**config.mk**
```make
export PLATFORM = sky130hd
export DESIGN_NAME = sort_result_reader
export DESIGN_NICKNAME = d
export VERILOG_FILES = /design/src/rtl/sort_pkg.sv /design/src/rtl/sort_result_reader.sv
export SDC_FILE = /design/constraint.sdc
export NUM_CORES = 1
export LEC_CHECK = 0
export CAP_MARGIN = 0
export CORE_MARGIN = 2
export CORE_UTILIZATION = 43
export DETAILED_ROUTE_END_ITERATION = 16
export GPL_TIMING_DRIVEN = 0
export PLACE_DENSITY = 0.79
export SLEW_MARGIN = 20
export SYNTH_ARGS = -nofsm -noshare
export SYNTH_HDL_FRONTEND = slang
export SYNTH_SLANG_ARGS = --single-unit
```
**constraint.sdc**
```tcl
create_clock -name clk -period 4.4 [get_ports clk]
set_input_delay 0.88 -clock clk [delete_from_list [all_inputs] [get_ports clk]]
set_output_delay 0.88 -clock clk [all_outputs]
set_load 0.01 [all_outputs]
```
**src/rtl/sort_pkg.sv**
```systemverilog
// Shared sorter definitions: default array geometry and readout FSM states.
package sort_pkg;

    localparam int unsigned SORT_DATA_WIDTH = 8;
    localparam int unsigned SORT_DEPTH      = 8;

    typedef enum logic [2:0] {
        IDLE  = 3'd0,
        FETCH = 3'd1,
        LOAD  = 3'd2,
        SEND  = 3'd3,
        CLEAR = 3'd4
    } rdr_state_t;

endpackage

```
**src/rtl/sort_result_reader.sv**
```systemverilog
// Streams the sorted array out of the sort memory once the end-of-conversion
// flag is set, then pulses clear_eoc to release the flag.
module sort_result_reader
    import sort_pkg::*;
#(
    parameter int unsigned DATA_WIDTH = SORT_DATA_WIDTH,
    parameter int unsigned DEPTH      = SORT_DEPTH,
    parameter int unsigned ADDR_WIDTH = (DEPTH > 1) ? $clog2(DEPTH) : 1
) (
    input  logic                  clk,
    input  logic                  rst,
    input  logic                  eoc_in,
    output logic                  clear_eoc,
    output logic                  rd_en,
    output logic [ADDR_WIDTH-1:0] rd_addr,
    input  logic [DATA_WIDTH-1:0] rd_data,
    output logic [DATA_WIDTH-1:0] out_data,
    output logic                  out_valid,
    input  logic                  out_ready,
    output logic                  out_last,
    output logic                  busy
);

    localparam logic [ADDR_WIDTH-1:0] LAST_IDX = ADDR_WIDTH'(DEPTH - 1);

    rdr_state_t            state_q, state_d;
    logic [ADDR_WIDTH-1:0] idx_q, idx_d;
    logic [DATA_WIDTH-1:0] out_data_q, out_data_d;

    // State, index and output holding register.
    always_ff @(posedge clk) begin
        if (rst) begin
            state_q    <= IDLE;
            idx_q      <= '0;
            out_data_q <= '0;
        end else begin
            state_q    <= state_d;
            idx_q      <= idx_d;
            out_data_q <= out_data_d;
        end
    end

    // Next-state: one fetch/load/send pass per word, then a single clear cycle.
    always_comb begin
        state_d    = state_q;
        idx_d      = idx_q;
        out_data_d = out_data_q;
        unique case (state_q)
            IDLE: begin
                if (eoc_in) begin
                    idx_d   = '0;
                    state_d = FETCH;
                end
            end
            FETCH: state_d = LOAD;
            LOAD: begin
                out_data_d = rd_data;
                state_d    = SEND;
            end
            SEND: begin
                if (out_ready) begin
                    if (idx_q == LAST_IDX) begin
                        state_d = CLEAR;
                    end else begin
                        idx_d   = idx_q + ADDR_WIDTH'(1);
                        state_d = FETCH;
                    end
                end
            end
            CLEAR:   state_d = IDLE;
            default: state_d = IDLE;
        endcase
    end

    // Outputs decode from registered state only; out_ready never reaches them.
    assign rd_en     = (state_q == FETCH);
    assign rd_addr   = idx_q;
    assign out_data  = out_data_q;
    assign out_valid = (state_q == SEND);
    assign out_last  = (state_q == SEND) && (idx_q == LAST_IDX);
    assign clear_eoc = (state_q == CLEAR);
    assign busy      = (state_q != IDLE);

endmodule
```
==> metrics.json, run 1 <==
{
  "outcome": {"value": "completed"},
  "grt_resource_usage_total": {"value": 16.0, "unit": "%"},
  "crit_start": {"value": "state_q[1]"},
  "post_synth_num_cell_types": {"value": 23},
  "post-cts-setup-buffer-count": {"value": 0},
  "post_cts_resize_count": {"value": 0},
  "floorplan.initialDensity": {"value": 47.8, "unit": "%"},
  "route.detailed.vias_per_inst": {"value": 5.04},
  "syn_avg_cell_area": {"value": 10.1, "unit": "sq um"},
  "vdd.ir_drop.worst": {"value": 0.000283, "unit": "V"},
  "setup-violations-final": {"value": 0},
  "crit_path_max_fanout": {"value": 10},
  "placeableCoreArea": {"value": 1350, "unit": "sq um"},
  "die_w": {"value": 42.8, "unit": "um"},
  "power_leakage": {"value": 0.369, "unit": "nW"},
  "final.fill_count": {"value": 110},
  "clock_insertion_delay_worst_skew": {"value": 0.27, "unit": "ns"},
  "syn-instance-count": {"value": 64},
  "worst_hold_path_type": {"value": "reg2reg"},
  "cts_tree": {"value": "yes"},
  "netlist.area_leader.share": {"value": 43.4, "unit": "%"},
  "tightest_slew": {"value": 0.399, "unit": "ns"},
  "antenna_violating_nets_post_route": {"value": 0},
  "grt_antenna_before_repair": {"value": 0},
  "path_clk_slew": {"value": 0.09, "unit": "ns"},
  "num_vias": {"value": 554},
  "pwr_density_cell": {"value": 294, "unit": "nW/um^2"},
  "detailedRoute.firstIterationViolations": {"value": 5},
  "io-pin-count": {"value": 28},
  "detailedPlacementHpwl": {"value": 1000, "unit": "um"},
  "cts_max_path_buffers": {"value": 2},
  "die_area": {"value": 1830, "unit": "sq um"},
  "layout_worst_path_cycle_share": {"value": 57.9, "unit": "%"},
  "post_detailed_route_drc_marker_count": {"value": 0},
  "worst_hold_slack": {"value": 0.498, "unit": "ns"},
  "clock_power_share": {"value": 31.9, "unit": "%"},
  "cts_buffers": {"value": 3},
  "master_cell_of_the_clock_root_buffer": {"value": "clkbuf_4"},
  "post-route-min-period": {"value": 2.55, "unit": "ns"},
  "cap_violations": {"value": 0},
  "fmax": {"value": 393, "unit": "MHz"},
  "net_total_in_the_final_layout": {"value": 110},
  "final.setup_skew": {"value": 0.00436, "unit": "ns"},
  "n_antenna_cell": {"value": 0},
  "final-max-slew-violation-count": {"value": 0},
  "critical_path_required": {"value": 3.52, "unit": "ns"},
  "regArea": {"value": 280, "unit": "sq um"},
  "critical_path_class": {"value": "reg2out"},
  "synth.ff_latch_count": {"value": 14},
  "gp_routability_congestion": {"value": 0.680},
  "grt_pass1_vias": {"value": 492},
  "netSwitchingPower": {"value": 0.0673, "unit": "mW"},
  "rsz0062_at_grt": {"value": "false"},
  "synth_fp_nets": {"value": 78},
  "cts_hold_buffers": {"value": 0},
  "relSlewSlack": {"value": 73.4, "unit": "%"},
  "ys.warnings.count": {"value": 0},
  "synth_area_leader_cell": {"value": "dfxtp_1"},
  "hold_viol": {"value": 0},
  "grt_remaining_overflow": {"value": 0},
  "post_detailed_routing_wire_length": {"value": 1.33, "unit": "mm"},
  "post_synth_instance_area": {"value": 646, "unit": "sq um"},
  "floorplan.rows": {"value": 13},
  "area_delta_synth_final": {"value": 50.4, "unit": "%"},
  "hold_start": {"value": "rd_addr[1]"},
  "largest_net_degree_at_the_start_of_global_routing": {"value": 11},
  "power.sequential.fraction": {"value": 47.5, "unit": "%"},
  "post_route_cells_drive_above_1_share": {"value": 11.6, "unit": "%"},
  "clock_sinks": {"value": 14},
  "multi_input_area": {"value": 334, "unit": "sq um"},
  "grt_first_pass_wirelength": {"value": 2.12, "unit": "mm"},
  "worst-endpoint-arrival": {"value": 1.67, "unit": "ns"},
  "endpoint_kind": {"value": "primary output"},
  "die_h": {"value": 42.8, "unit": "um"},
  "io_buffers": {"value": 27},
  "internal_dissipation": {"value": 0.219, "unit": "mW"},
  "timing.rr.start": {"value": "rd_addr[0]"},
  "final.setup.tns": {"value": 0, "unit": "ns"},
  "synth_area_leaders": {"value": "dfxtp_1 (43%), mux2i_1 (16%), nor2_1 (6.4%)"},
  "detailedRoute.firstPassIterationCount": {"value": 3},
  "p_comb_share": {"value": 20.6, "unit": "%"},
  "power.share.switching": {"value": 23.5, "unit": "%"},
  "cts_max_level": {"value": 1},
  "cp-start-kind": {"value": "flip-flop"},
  "routedWlPerCell": {"value": 12.1, "unit": "um"},
  "synth.yosys.seq_area_share": {"value": 43.4, "unit": "%"}
}
## stage by stage
stage          setup slack, ns  total power [mW]  area, sq um  cells  utilization, %
2_1_floorplan             2.62             0.170          646     64               -
3_3_place_gp              2.14             0.197          935    106            69.2
3_5_place_dp              2.15             0.198          935    106            69.2
4_1_cts                   1.85             0.289          971    110            71.9
5_1_grt                   1.76             0.299          971    110            71.9
6_report                  1.85             0.286          971    110            71.9
## worst paths after layout
| kind | end | slack (ns) | depth (start not counted) |
|---|---|---|---|
| min reg2reg | rd_addr[1] | 0.50 | 2 |
| max | out_last | 1.85 | 4 |
| min | rd_addr[1] | 0.50 | 2 |
| max reg2reg | rd_addr[0] | 2.82 | 5 |
## registers in the layout, indices dropped and copies added (netlist names)
signal,flops
out_data,8
rd_addr,3
state_q,3
## layout make-up
| type | count | share of cell area [%] |
|---|---|---|
| Buffer | 4 | 3.22 |
| Timing Repair Buffer | 27 | 27.8 |
| Multi-Input combinational cell | 46 | 34.4 |
| Sequential cell | 14 | 28.9 |
| Clock buffer | 4 | 3.74 |
| Tap cell | 15 | 1.93 |
## critical path, cell delays in order (launching register included)
cell and delay, ns:
dfxtp_1 0.37, buf_6 0.14, and3b_2 0.23, and2_1 0.13, clkdlybuf4s50_1 0.52
## synth_stat cells (all sizes together)
master,number
or4,1
o21ai,3
nand4b,2
a31oi,1
nand3b,2
or3b,1
nand2,2
and2,1
a21oi,2
ha,2
nand2b,2
nor2,11
clkbuf,1
and3b,1
nor3b,2
buf,3
mux2i,10
dfxtp,14
or2b,2
or3,1
## cells by family after synthesis
| group | synth area share (%) |
|---|---|
| AND/OR/NAND/NOR | 25.8 |
| flip-flops | 43.4 |
| multiplexers | 15.5 |
| AO/OA/AOI/OAI | 6.59 |
| buffers and inverters | 4.84 |
| adder cells (fa/ha/maj) | 3.88 |
## power by group through the flow
stage | sequential [mW] | clock (mW) | combinational, mW
4_1_cts | 0.136 | 0.0935 | 0.0598
6_report | 0.136 | 0.0911 | 0.0590
5_1_grt | 0.137 | 0.0991 | 0.0638
3_5_place_dp | 0.139 | 0 | 0.0590
3_3_place_gp | 0.138 | 0 | 0.0584
2_1_floorplan | 0.141 | 0 | 0.0293
## cell usage in the layout, fill, tap and decap left out
cell and instances:
clkdlybuf4s50_1 27, dfxtp_1 14, nor2_1 11, mux2i_1 10, clkbuf_4 3, buf_6 2, or2b_1 2, nor3b_1 2
nand2b_1 2, nand3b_1 2, nand4b_1 2, o21ai_0 2, nand2_1 2, ha_1 2, and3b_2 1, or3_2 1
and2_1 1, clkbuf_1 1, buf_2 1, or3b_4 1, a21oi_4 1, or4_1 1, o21ai_1 1, a31oi_1 1
a21oi_1 1, clkbuf_8 1
## per-layer routing
layer	global-route usage [%]	routed length (um)	up-vias	share of wire, %
li1	-	-	284	-
met1	18.8	571	255	43
met2	25.8	676	13	51
met3	6.81	71	2	5.3
met4	5.63	12	0	0.90
met5	0	0	-	0
No activity file was read; power rests on OpenSTA's default activity.
==> run 2: changes to the inputs <==
CORE_UTILIZATION = 40   (was 43)
PLACE_DENSITY = 0.75   (was 0.79)
clock period = 2.5 ns   (was 4.4 ns; I/O delays follow)
==> run 2 against run 1 <==
Effect of this change:
- die area grew 6.8%
- count of clock-buffer cells in the layout decreased by 1
- core utilization fell by 8.3 points
- register-to-register slack worse by 1.9 ns
- clock skew fell by 0.00086 ns
==> metrics.json, run 2 (synthesis results as in run 1) <==
{
  "outcome": {"value": "completed"},
  "placeableCoreArea": {"value": 1510, "unit": "sq um", "change": "+12%"},
  "post_route_cells_drive_above_1_share": {"value": 10.6, "unit": "%", "change": "-0.94 points"},
  "postLayoutSetupSlackWorst": {"value": 0.329, "unit": "ns", "change": "-1.53 ns"},
  "cts_tree": {"value": "yes"},
  "hold_viol": {"value": 0, "change": "unchanged"},
  "routedWlPerCell": {"value": 12.5, "unit": "um", "change": "+3.2%"},
  "io_buffers": {"value": 27, "change": "unchanged"},
  "cts_max_path_buffers": {"value": 2, "change": "unchanged"},
  "largest_reg_flops": {"value": 8, "change": "unchanged"},
  "master_cell_of_the_clock_root_buffer": {"value": "clkbuf_4"},
  "post_detailed_route_drc_marker_count": {"value": 0, "change": "unchanged"},
  "antenna_violating_nets_post_route": {"value": 0, "change": "unchanged"},
  "final_design_area_no_fill": {"value": 958, "unit": "sq um", "change": "-1.3%"},
  "detailedRoute.firstPassIterationCount": {"value": 3, "change": "unchanged"},
  "cts_buffers": {"value": 3, "change": "unchanged"},
  "grt_pass1_vias": {"value": 510, "change": "+3.7%"},
  "rsz0062_at_grt": {"value": "false"},
  "layout_worst_path_cycle_share": {"value": 86.8, "unit": "%"},
  "num_vias": {"value": 553, "change": "-0.18%"},
  "final.setup.tns": {"value": 0, "unit": "ns", "change": "unchanged"},
  "tightest_slew": {"value": 0.436, "unit": "ns", "change": "+0.0371 ns"},
  "place_area": {"value": 936, "unit": "sq um", "change": "+0.13%"},
  "worst_hold_path_type": {"value": "reg2reg"},
  "final.fill_count": {"value": 141, "change": "+28%"},
  "cts_hold_buffers": {"value": 0, "change": "unchanged"},
  "die_area": {"value": 1950, "unit": "sq um", "change": "+6.8%"},
  "worst-endpoint-arrival": {"value": 1.67, "unit": "ns", "change": "about the same"},
  "gp_routability_congestion": {"value": 0.761, "change": "+12%"},
  "route.detailed.vias_per_inst": {"value": 5.03, "change": "-0.18%"},
  "final-max-slew-violation-count": {"value": 0, "change": "unchanged"},
  "layout_commonest_cell": {"value": "clkdlybuf4s50_1"},
  "post-route-min-period": {"value": 2.17, "unit": "ns"},
  "post-cts-setup-buffer-count": {"value": 0, "change": "unchanged"},
  "io-pin-count": {"value": 28, "change": "unchanged"},
  "grt_antenna_before_repair": {"value": 0, "change": "unchanged"},
  "crit_chain": {"value": "ha_1, ha_1, and2_1, clkdlybuf4s50_1"},
  "mostFrequentLayoutCells": {"value": "clkdlybuf4s50_1 (27), dfxtp_1 (14), nor2_1 (11), mux2i_1 (10), clkbuf_4 (3)"},
  "cp_most_frequent_cell": {"value": "ha_1"},
  "power_leakage": {"value": 0.362, "unit": "nW", "change": "-1.9%"},
  "endpoint_kind": {"value": "primary output"},
  "pwr_density_cell": {"value": 487, "unit": "nW/um^2", "change": "+65%"},
  "grt_remaining_overflow": {"value": 0, "change": "unchanged"},
  "post_detailed_routing_wire_length": {"value": 1.37, "unit": "mm", "change": "+3.2%"},
  "clock_sinks": {"value": 14, "change": "unchanged"},
  "cts_max_level": {"value": 1, "change": "unchanged"},
  "relSlewSlack": {"value": 70.9, "unit": "%", "change": "-2.5 points"},
  "crit_slowest_cell": {"value": "clkdlybuf4s50_1"},
  "die_h": {"value": 44.2, "unit": "um", "change": "+3.3%"},
  "largest_stage_delay_worst_path": {"value": 0.52, "unit": "ns", "change": "about the same"},
  "vdd.ir_drop.worst": {"value": 0.000296, "unit": "V", "change": "+4.9%"},
  "detailedRoute.firstIterationViolations": {"value": 10, "change": "+5"},
  "grt_first_pass_wirelength": {"value": 2.14, "unit": "mm", "change": "+0.99%"},
  "floorplan.initialDensity": {"value": 42.9, "unit": "%", "change": "-5.0 points"},
  "largest_net_degree_at_the_start_of_global_routing": {"value": 11, "change": "unchanged"},
  "grt_resource_usage_total": {"value": 14.8, "unit": "%", "change": "-1.2 points"},
  "final.setup_skew": {"value": 0.00350, "unit": "ns", "change": "-0.000864 ns"},
  "crit_path_max_fanout": {"value": 4, "change": "-6"},
  "area_delta_synth_final": {"value": 48.4, "unit": "%"},
  "critical_path_required": {"value": 2.00, "unit": "ns", "change": "-1.52 ns"},
  "cap_violations": {"value": 0, "change": "unchanged"},
  "clock_insertion_delay_worst_skew": {"value": 0.27, "unit": "ns", "change": "about the same"},
  "floorplan.rows": {"value": 14, "change": "+1"},
  "setup-violations-final": {"value": 0, "change": "unchanged"},
  "post_cts_resize_count": {"value": 0, "change": "unchanged"},
  "dp_worst_setup_slack": {"value": 0.636, "unit": "ns", "change": "-1.51 ns"},
  "cp-start-kind": {"value": "flip-flop"},
  "n_antenna_cell": {"value": 0, "change": "unchanged"},
  "path_clk_slew": {"value": 0.08, "unit": "ns", "change": "about the same"},
  "fmax": {"value": 461, "unit": "MHz"},
  "detailedPlacementHpwl": {"value": 1.03, "unit": "mm", "change": "+2.9%"},
  "net_total_in_the_final_layout": {"value": 110, "change": "unchanged"},
  "die_w": {"value": 44.2, "unit": "um", "change": "+3.3%"},
  "critical_path_class": {"value": "reg2out"}
}
[run 2: cell count changes in the layout (fill, tap and decap cells not counted), sizes merged]
| cell | change |
|---|---|
| clkbuf | -1 |
[run 2: critical path, delay by kind of cell (launching register included)]
family / cells / cell delay (ns)
buffers and inverters: 1 / 0.52
AND/OR/NAND/NOR: 1 / 0.13
flip-flops: 1 / 0.39
adder cells (fa/ha/maj): 2 / 0.36
[run 2: metal layers]
layer	wire length [um]	global-route usage [%]	share of wire, %
met1	638	19.3	46
met2	679	22.9	49
met3	42	2.45	3.1
met4	13	9.09	0.95
met5	0	0	0
[run 2: layout make-up]
cell class / instances / area [sq um] / area share [%]
flip-flops and latches: 14 / 280 / 29.2
plain buffers: 4 / 31.3 / 3.26
repair buffers: 27 / 270 / 28.2
multi-input cells: 46 / 334 / 34.9
clock buffers: 3 / 22.5 / 2.35
well taps: 16 / 20.0 / 2.09
[run 2: through the flow]
stage	hold WS, ns	total power [mW]	utilization (%)	cells
after floorplan	0.507	0.299	-	64
after CTS	0.505	0.472	63.6	110
after global routing	0.529	0.491	63.6	110
final	0.501	0.467	63.6	110
after detailed placement	0.486	0.349	62.1	107
after global placement	0.474	0.347	62.1	107
[run 2: worst paths after layout]
path         cells after the start          end   startpoint  slack (ns)
max                              4     out_last   rd_addr[0]        0.33
min                              2  out_data[3]  out_data[3]        0.50
max reg2reg                      5   rd_addr[0]   rd_addr[0]        0.88
min reg2reg                      2  out_data[3]  out_data[3]        0.50
[run 2: where the power goes]
| part | internal, mW | switching [mW] |
|---|---|---|
| clock network | 0.0557 | 0.0675 |
| registers | 0.233 | 0.00571 |
| logic | 0.0627 | 0.0417 |
| total | 0.352 | 0.115 |
